### src/rtl/rr_sched_pkg.sv
// Shared types and constants for the round-robin request scheduler.
// The state encoding is fixed so that the unused code 2'd3 can be recovered explicitly.
package rr_sched_pkg;

  localparam int N_REQ   = 16;
  localparam int IDX_W   = 4;
  localparam int TO_W    = 4;
  localparam int TIMEOUT = 15;

  typedef enum logic [1:0] {
    IDLE = 2'd0,
    OWN  = 2'd1,
    GAP  = 2'd2
  } state_t;

endpackage

### src/rtl/rr_pick.sv
// Combinational rotating-priority picker: rotate so last_idx-1 sits at the MSB,
// MSB-first priority encode, then un-rotate back to a requester index.
module rr_pick #(
  parameter int N_REQ = rr_sched_pkg::N_REQ,
  parameter int IDX_W = rr_sched_pkg::IDX_W
) (
  input  logic [N_REQ-1:0] req,
  input  logic [IDX_W-1:0] last_idx,
  output logic [IDX_W-1:0] pick_idx,
  output logic             pick_vld
);

  logic [2*N_REQ-1:0] dbl;
  logic [N_REQ-1:0]   rot;
  logic [IDX_W-1:0]   enc;
  logic [IDX_W:0]     sum;

  // rot[j] = req[(j + last_idx) mod N_REQ]; rot[0] is the previous winner.
  assign dbl = {req, req} >> last_idx;
  assign rot = dbl[N_REQ-1:0];

  // NOTE: every output of this block gets a default first, so no latch is inferred.
  always_comb begin
    enc      = '0;
    pick_vld = 1'b0;
    for (int j = 0; j < N_REQ; j++) begin
      if (rot[j]) begin
        enc      = IDX_W'(j);
        pick_vld = 1'b1;
      end
    end
  end

  assign sum      = {1'b0, enc} + {1'b0, last_idx};
  assign pick_idx = (sum >= (IDX_W+1)'(N_REQ)) ? IDX_W'(sum - (IDX_W+1)'(N_REQ))
                                                : IDX_W'(sum);

endmodule

### src/rtl/rr_req_scheduler.sv
// Round-robin scheduler granting one shared resource to one of N_REQ requesters,
// with owner release, hold timeout and a one-cycle dead gap between grants.
module rr_req_scheduler #(
  parameter int N_REQ   = rr_sched_pkg::N_REQ,
  parameter int IDX_W   = rr_sched_pkg::IDX_W,
  parameter int TIMEOUT = rr_sched_pkg::TIMEOUT,
  parameter int TO_W    = rr_sched_pkg::TO_W
) (
  input  logic             clk,
  input  logic             rst_n,
  input  logic             ena,
  input  logic [N_REQ-1:0] req,
  input  logic             release_i,
  output logic [N_REQ-1:0] gnt,
  output logic [IDX_W-1:0] gnt_idx,
  output logic             gnt_vld,
  output logic             timeout_err
);

  import rr_sched_pkg::*;

  state_t           state;
  logic [IDX_W-1:0] last_idx;
  logic [TO_W-1:0]  hold_cnt;
  logic [IDX_W-1:0] pick_idx;
  logic             pick_vld;
  logic             owner_done;
  logic             at_limit;

  rr_pick #(
    .N_REQ(N_REQ),
    .IDX_W(IDX_W)
  ) u_pick (
    .req      (req),
    .last_idx (last_idx),
    .pick_idx (pick_idx),
    .pick_vld (pick_vld)
  );

  // A normal release (explicit or owner's request dropping) takes priority over timeout.
  assign owner_done = release_i | ~req[gnt_idx];
  assign at_limit   = (hold_cnt == TO_W'(TIMEOUT));

  // NOTE: all state uses non-blocking assignments; reset is asynchronous so outputs drop mid-grant.
  always_ff @(posedge clk or negedge rst_n) begin
    if (!rst_n) begin
      state       <= IDLE;
      last_idx    <= '0;
      hold_cnt    <= '0;
      gnt         <= '0;
      gnt_idx     <= '0;
      gnt_vld     <= 1'b0;
      timeout_err <= 1'b0;
    end else if (ena) begin
      case (state)
        IDLE: begin
          timeout_err <= 1'b0;
          if (pick_vld) begin
            state    <= OWN;
            gnt      <= N_REQ'(1) << pick_idx;
            gnt_idx  <= pick_idx;
            gnt_vld  <= 1'b1;
            hold_cnt <= TO_W'(1);
          end
        end
        OWN: begin
          if (owner_done || at_limit) begin
            state       <= GAP;
            last_idx    <= gnt_idx;
            gnt         <= '0;
            gnt_idx     <= '0;
            gnt_vld     <= 1'b0;
            hold_cnt    <= '0;
            timeout_err <= ~owner_done;
          end else begin
            hold_cnt <= hold_cnt + TO_W'(1);
          end
        end
        GAP: begin
          state       <= IDLE;
          timeout_err <= 1'b0;
        end
        default: begin
          state       <= IDLE;
          hold_cnt    <= '0;
          gnt         <= '0;
          gnt_idx     <= '0;
          gnt_vld     <= 1'b0;
          timeout_err <= 1'b0;
        end
      endcase
    end
  end

endmodule

### config.mk
export PLATFORM = sky130hd
export DESIGN_NAME = rr_req_scheduler
export DESIGN_NICKNAME = d
export VERILOG_FILES = /design/src/rtl/rr_sched_pkg.sv /design/src/rtl/rr_pick.sv /design/src/rtl/rr_req_scheduler.sv
export SDC_FILE = /design/constraint.sdc
export NUM_CORES = 1
export LEC_CHECK = 0
export BUFFER_PORTS_ARGS = -buffer_cell sky130_fd_sc_hd__buf_2
export CAP_MARGIN = 20
export CELL_PAD_IN_SITES_DETAIL_PLACEMENT = 1
export CELL_PAD_IN_SITES_GLOBAL_PLACEMENT = 1
export CORE_MARGIN = 2
export CORE_UTILIZATION = 45
export CTS_CLUSTER_DIAMETER = 80
export CTS_CLUSTER_SIZE = 30
export DETAILED_ROUTE_END_ITERATION = 7
export PLACE_DENSITY_LB_ADDON = 0.1
export SLEW_MARGIN = 20
export SYNTH_ARGS = -nofsm -noshare
export SYNTH_HDL_FRONTEND = slang
export SYNTH_HIERARCHICAL = 1
export SYNTH_SLANG_ARGS = --single-unit
### constraint.sdc
create_clock -name clk -period 5.1 [get_ports clk]
set_input_delay 0.255 -clock clk [delete_from_list [all_inputs] [get_ports clk]]
set_output_delay 0.255 -clock clk [all_outputs]
set_load 0.02 [all_outputs]
* Word-level counts from Yosys, hierarchy flattened *
Cells that the tools add are included.

cells by class
  equal/unequal tests = 5
  reduce and logical (&&, ||, !) cells = 7
  shift operators = 2
  divide/modulo/power cells = 0
  magnitude comparators = 2
  multipliers = 0
  muxes and demuxes = 51
  bitwise operators = 4
  add/sub/neg operators = 3

operators by type and width
  cell                                                number
  2-to-1 mux 4 bit                                    13
  case mux 16 bit (3 select lines)                    1
  2-to-1 mux 16 bit                                   2
  >> shifter 32 x 4 -> 16 bit                         1
  case mux 4 bit (3 select lines)                     2
  2-to-1 mux 1 bit                                    22
  << shifter 1 x 4 -> 16 bit, first input constant    1
  2-to-1 mux 3 bit                                    4
  AND reduction 3 bit                                 3
  2-to-1 mux 2 bit                                    4
  adder 4 x 4 -> 5 bit                                1
  >= comparator 5 bit, second input constant          1
  < comparator 4 x 5 -> 1 bit, second input constant  1
  adder 4 x 1 -> 4 bit, second input constant         1
  binary-select mux 1 bit (select 4 bit)              1
  == test 4 bit, second input constant                1
  != test 2 bit, second input constant                2
  case mux 2 bit (2 select lines)                     1
  AND reduction 4 bit                                 1
  subtractor 4 x 1 -> 4 bit, second input constant    1
  NOT 1 bit                                           3
  case mux 1 bit (3 select lines)                     1
  == test 2 x 1 -> 1 bit, second input constant       1
  == test 2 bit, second input constant                1
  4 further kinds                                     4

word-level totals
  memories kept = 0
  output and inout port bits = 22
  logic and storage cells = 81
  bits in writable memories = 0
  memory bits (read-only) = 0
  input port bits = 20
  bits in registers = 32
  bits in latches = 0

* Depth between registers and ports, before layout *
  depth in word-level cells = 22
  depth in mapped cells = 15
  gate-level depth less buffers = 13

* Hierarchy *
Netlist, hierarchy kept.

by module, submodules not included
  module            times used  cells an instance  area an instance (um^2)  sequential area each (um^2)
  rr_req_scheduler  1           125                1,512.7                  800.8
  rr_pick           1           122                1,283.7                  0.0

* Worst setup path before layout *
No wires, ideal clock.

  path type = flip-flop to flip-flop
  from = register last_idx[3]
  to = register gnt[0]
  setup slack = 1.375 ns
  period minus slack after synthesis = 3.725 ns
  cell stages (with the launch flop) = 16
  data arrival time = 3.657 ns
  buffers on the path = 2
  data required time = 5.032 ns
  setup time = 0.068 ns
  cells stage by stage = dfrtp_1 > clkbuf_1 > buf_4 > mux4_2 > a22o_1 > a221oi_1 > a21oi_1 > o2111ai_1 > nand3_1 > ha_1 > a21o_1 > a21oi_1 > xor2_1 > xnor2_1 > nor3b_1 > a32o_1

between the ends
  cells in the longest elaborated chain, start to end = 22
  elaborated cells between the ends (all ways) = 41
  classes of those cells = add/sub (2); order compare (1); eq/ne (1); shift (2); mux (34); reduce/logical (1)

RTL lines
  element                                                                  RTL line                source
  start, declared                                                          rr_req_scheduler.sv:23  logic [IDX_W-1:0] last_idx;
  start signal, assigned                                                   rr_req_scheduler.sv:69  last_idx <= gnt_idx;
  >> shifter 32 x 4 -> 16 bit                                              rr_pick.sv:19           assign dbl = {req, req} >> last_idx;
  2-to-1 mux 1 bit                                                         rr_pick.sv:27           if (rot[j]) begin
  2-to-1 mux 2 bit (2 in a row)                                            rr_pick.sv:27
  2-to-1 mux 3 bit (4 in a row)                                            rr_pick.sv:27
  2-to-1 mux 4 bit (8 in a row)                                            rr_pick.sv:27
  adder 4 x 4 -> 5 bit (*)                                                 rr_pick.sv:34           assign sum = {1'b0, enc} + {1'b0, last_idx};
  subtractor 4 x 1 -> 4 bit / >= comparator 5 bit (equally long branches)  rr_pick.sv:35           assign pick_idx = (sum >= (IDX_W+1)'(N_REQ)) ? IDX_W'(sum - (IDX_W+1)'(N_REQ))
  2-to-1 mux 4 bit (*)                                                     rr_pick.sv:35
  net pick_idx[3]                                                          rr_req_scheduler.sv:25  logic [IDX_W-1:0] pick_idx;
  << shifter 1 x 4 -> 16 bit (*)                                           rr_req_scheduler.sv:60  gnt <= N_REQ'(1) << pick_idx;
  2-to-1 mux 16 bit (*)                                                    rr_req_scheduler.sv:58  if (pick_vld) begin
  case mux 16 bit (3 select lines) (*)                                     rr_req_scheduler.sv:55  case (state)
  end signal, assigned                                                     rr_req_scheduler.sv:60
  end, declared                                                            rr_req_scheduler.sv:14  output logic [N_REQ-1:0] gnt,

The timed path passes the listed nets; every way through them passes the cells marked *. The select of a mux whose other input is x is not followed.
A chain may end at the register's enable or synchronous reset.

* Final worst setup path *
  from = register last_idx[1]
  to = register gnt[0]

The elaborated chain is that of the path after synthesis.

==> impl_results.rst <==
.. list-table::
   :header-rows: 1

   * - Metric
     - Value
   * - Wirelength per Cell
     - 21.7 um
   * - Root Driver
     - sky130_fd_sc_hd__clkbuf_8
   * - CP arrival
     - between 4 and 5 ns
   * - Maximum achievable frequency
     - around 0.22 GHz
   * - Post-synthesis average cell area
     - approximately 11 sq um
   * - Reg2reg path depth
     - 13
   * - FF/Latch Area
     - approximately 800 sq um
   * - DRT iter0 DRCs
     - around 160
   * - Most instantiated flip-flop cell in the synthesis netlist
     - sky130_fd_sc_hd__dfrtp_1
   * - Die W
     - about 83 um
   * - Unique cell type count in the Yosys netlist
     - 58
   * - Transition time at the pin with the least slew margin
     - approximately 0.97 ns
   * - Total nets after synthesis
     - ~270
   * - Largest stage delay on the critical path
     - 0.92 ns
   * - Total Die Area
     - 6860 sq um
   * - Post-synthesis instance area
     - about 2800 sq um
   * - Maximum number of pins on one net before global-route repair
     - 33
   * - Unrepaired setup endpoints after global routing
     - false
   * - Portion of total power attributed to combinational logic
     - 0.676
   * - Class of the most critical setup path
     - register to register
   * - Area overhead of the layout relative to synthesis
     - 11.3%
   * - Fin nets
     - between 300 and 400
   * - Sw Pwr
     - 1.08 mW
   * - Deepest clock path buffer count
     - 2
   * - Count of pins over their slew limit
     - 0
   * - CTS-repair resized insts
     - 0
   * - Path category of the worst min-delay check
     - input pin to async pin
   * - Fraction of power consumed by the clock network
     - 0.092
   * - # Post-CTS Setup Buffers
     - 0
   * - TritonCTS clock tree
     - done
   * - Period utilization
     - 0.875
   * - Switching part of the total power
     - 0.502
   * - Post-Place Worst Slack
     - between 0.6 and 0.7 ns
   * - Die height
     - roughly 83 um
   * - Clk sinks
     - 32
   * - Ordered list of cells on the worst path
     - mux4_2 -> mux2_2 -> a222oi_1 -> nand2_1 -> o2111ai_1 -> nand3_1 -> ha_1 -> a21o_1 -> a21oi_1 -> xor2_1 -> xnor2_1 -> nor3b_1 -> a32o_1
   * - Worst hold margin
     - roughly 0.018 ns
   * - Wire length of the first global-routing pass
     - approximately 13000 um
   * - Final hold violation count
     - 0
   * - Layout cell share with drive strength beyond 1
     - 0.322
   * - Number of optimization iterations in the first detailed-route pass
     - 4
   * - Final total negative setup slack
     - 0 ns
   * - Post-DP HPWL
     - 5890 um
   * - Clock period minus worst slack
     - between 4 and 5 ns
   * - Share of total power in sequential cells
     - 0.232
   * - Setup crit start kind
     - register
   * - Internal power of the cells
     - around 1.1 mW
   * - Overflow left after global routing
     - 0
   * - Multi-input logic area
     - approximately 1900 sq um
   * - Post-Place Cell Area
     - between 3000 and 4000 sq um
   * - Antenna diode count
     - 0
   * - Post-Synthesis Cells
     - 247
   * - Via count
     - ~2400
   * - Max capacitance violation total
     - 0
   * - Core area
     - 5960 sq um
   * - Post-detailed-route DRC marker count
     - 0
   * - Global routing usage summed across all routing layers
     - 0.240
   * - Critical path data required time
     - between 5 and 6 ns
   * - Worst clock skew
     - 0.0107 ns
   * - Crit-path max FO
     - 18
   * - Count of warnings emitted by yosys
     - 6
   * - Filler cell count in the final layout
     - about 660
   * - Async set-reset flop share out of synthesis
     - 1.00
   * - Total non-filler cell area in the finished layout
     - 3110 sq um
   * - Number of flip-flops and latches in the synthesized netlist
     - 32
   * - Count of H-tree levels built during CTS
     - 2
   * - Outcome
     - finished, final reports clean
   * - Master of the slowest instance on the critical path
     - sky130_fd_sc_hd__dfrtp_1
   * - Routed WL
     - between 7000 and 8000 um
   * - Max_slew headroom
     - 0.355
   * - Worst-path clk slew
     - 0.07 ns
   * - GP Congestion
     - between 0.9 and 1
   * - EDFF count, synth
     - 0
   * - Hold buffers post-CTS
     - 0
   * - Critical Path Sink Type
     - register
   * - Via density per instance
     - approximately 6.6
   * - Number of I/O port buffers
     - 41
   * - CTS buffer count
     - 5
   * - Antenna violation net count after detailed routing
     - 0
   * - Overall power after layout
     - approximately 2.2 mW
   * - Share of synthesized area occupied by flip-flops and latches
     - 0.286
   * - Number of rows in the core area
     - 28
   * - Number of endpoints failing setup at the final stage
     - 0
   * - Setup WS post-layout
     - roughly 0.64 ns
   * - Antenna violations before repair
     - 0
   * - Cell leakage power
     - between 1 and 1.5 nW
   * - Effective utilization at floorplan
     - 0.470
   * - Peak supply drop
     - 0.422 mV
   * - Vias in the first global route
     - around 2500
   * - Clock insertion delay at the later pin of the skew report
     - around 0.29 ns
   * - I/O pin count
     - 42
   * - Power density of the placed cells
     - between 600 and 700 nW/um^2
==> kinds of logic after synthesis <==
kind of cell	count (synthesis)	share of synthesized area
AO/OA/AOI/OAI	64	0.185
XOR/XNOR	3	0.00940
adder cells (fa/ha/maj)	5	0.0251
buffers and inverters	22	0.0470
flip-flops	32	0.286
multiplexers	54	0.315
AND/OR/NAND/NOR	67	0.132
==> routing by layer <==
metal  GRT usage  up-vias  share of wire
li1            -     1051              -
met1       0.313     1211           0.41
met2       0.380       81           0.49
met3      0.0388       23          0.051
met4       0.136        0          0.046
met5           0        -              0
==> registers in the layout, summed over array words and instances, names as in the netlist <==
signal       cells
gnt_idx          4
gnt_vld          1
hold_cnt         4
last_idx         4
gnt             16
state            2
timeout_err      1
==> cell usage after synthesis (all sizes together), types with 4 or more instances <==
cell     number  share of area
mux2i        13          0.051
inv           8          0.011
nor2b         6          0.013
clkbuf        5         0.0067
nand2        20          0.027
buf           9          0.030
nand3         6          0.013
mux4         23           0.19
ha            4          0.018
dfrtp        32           0.29
nor2          9          0.012
o2bb2ai      15          0.047
a21o          6          0.016
a21oi         6          0.011
a32o          4          0.014
nand2b        8          0.018
o21ai         4         0.0072
a22o          5          0.016
mux2         18          0.075
==> worst paths after layout <==
path / start / slack, ns / to
max: last_idx[1]$_DFFE_PN0P_ / 0.64 / gnt[0]$_DFFE_PN0P_
min: rst_n / 0.02 / timeout_err$_DFFE_PN0P_
max reg2reg: last_idx[1]$_DFFE_PN0P_ / 0.64 / gnt[0]$_DFFE_PN0P_
min reg2reg: timeout_err$_DFFE_PN0P_ / 0.48 / timeout_err$_DFFE_PN0P_
max in group asynchronous: rst_n / 4.61 / last_idx[2]$_DFFE_PN0P_
min in group clk: ena / 0.20 / state[1]$_DFFE_PN0P_
==> area by class of cell <==
cell class	count	share of cell area
well taps	75	0.0302
clock buffers	5	0.0221
clock inverters	3	0.00603
flip-flops and latches	32	0.257
inverters	8	0.00965
repair buffers	45	0.0756
multi-input cells	193	0.599
==> cells in the final DEF (no fill, tap or decap), drive strengths merged, types with 2 or more instances in the layout <==
master,instances
nand3b,3
a22oi,2
a21oi,6
buf,45
o2bb2ai,15
o21bai,2
nor2,9
and3,2
and2,3
mux4,23
nor2b,6
inv,8
or3,2
nand2b,8
o31ai,3
dfrtp,32
clkbuf,5
ha,4
a22o,5
mux2,18
clkinv,3
o221ai,2
nand2,20
o22ai,3
a31oi,2
mux2i,13
o21ai,4
xnor2,2
or2,2
or4,2
o211ai,3
nand3,6
a32o,4
a21o,6
==> power by group through the flow <==
stage	clock network [mW]	registers, mW	logic [mW]
6_report	0.197	0.499	1.46
5_1_grt	0.214	0.526	1.60
4_1_cts	0.201	0.504	1.46
3_5_place_dp	0	0.507	1.45
3_3_place_gp	0	0.502	1.43
2_1_floorplan	0	0.494	1.11
==> critical path, delay by kind of cell (launching register included) <==
| family | cells | cell delay (ns) |
|---|---|---|
| xor+xnor | 2 | 0.36 |
| compound gates | 5 | 1.20 |
| flops | 1 | 0.92 |
| simple gates | 3 | 0.67 |
| mux | 2 | 0.96 |
| fa+ha+maj | 1 | 0.28 |
==> metrics by stage <==
step            util  instances
6_report       0.522        361
5_1_grt        0.522        361
4_1_cts        0.522        361
3_5_place_dp   0.508        353
3_3_place_gp   0.508        353
2_1_floorplan      -        247
(Power assumes the default switching activity.)
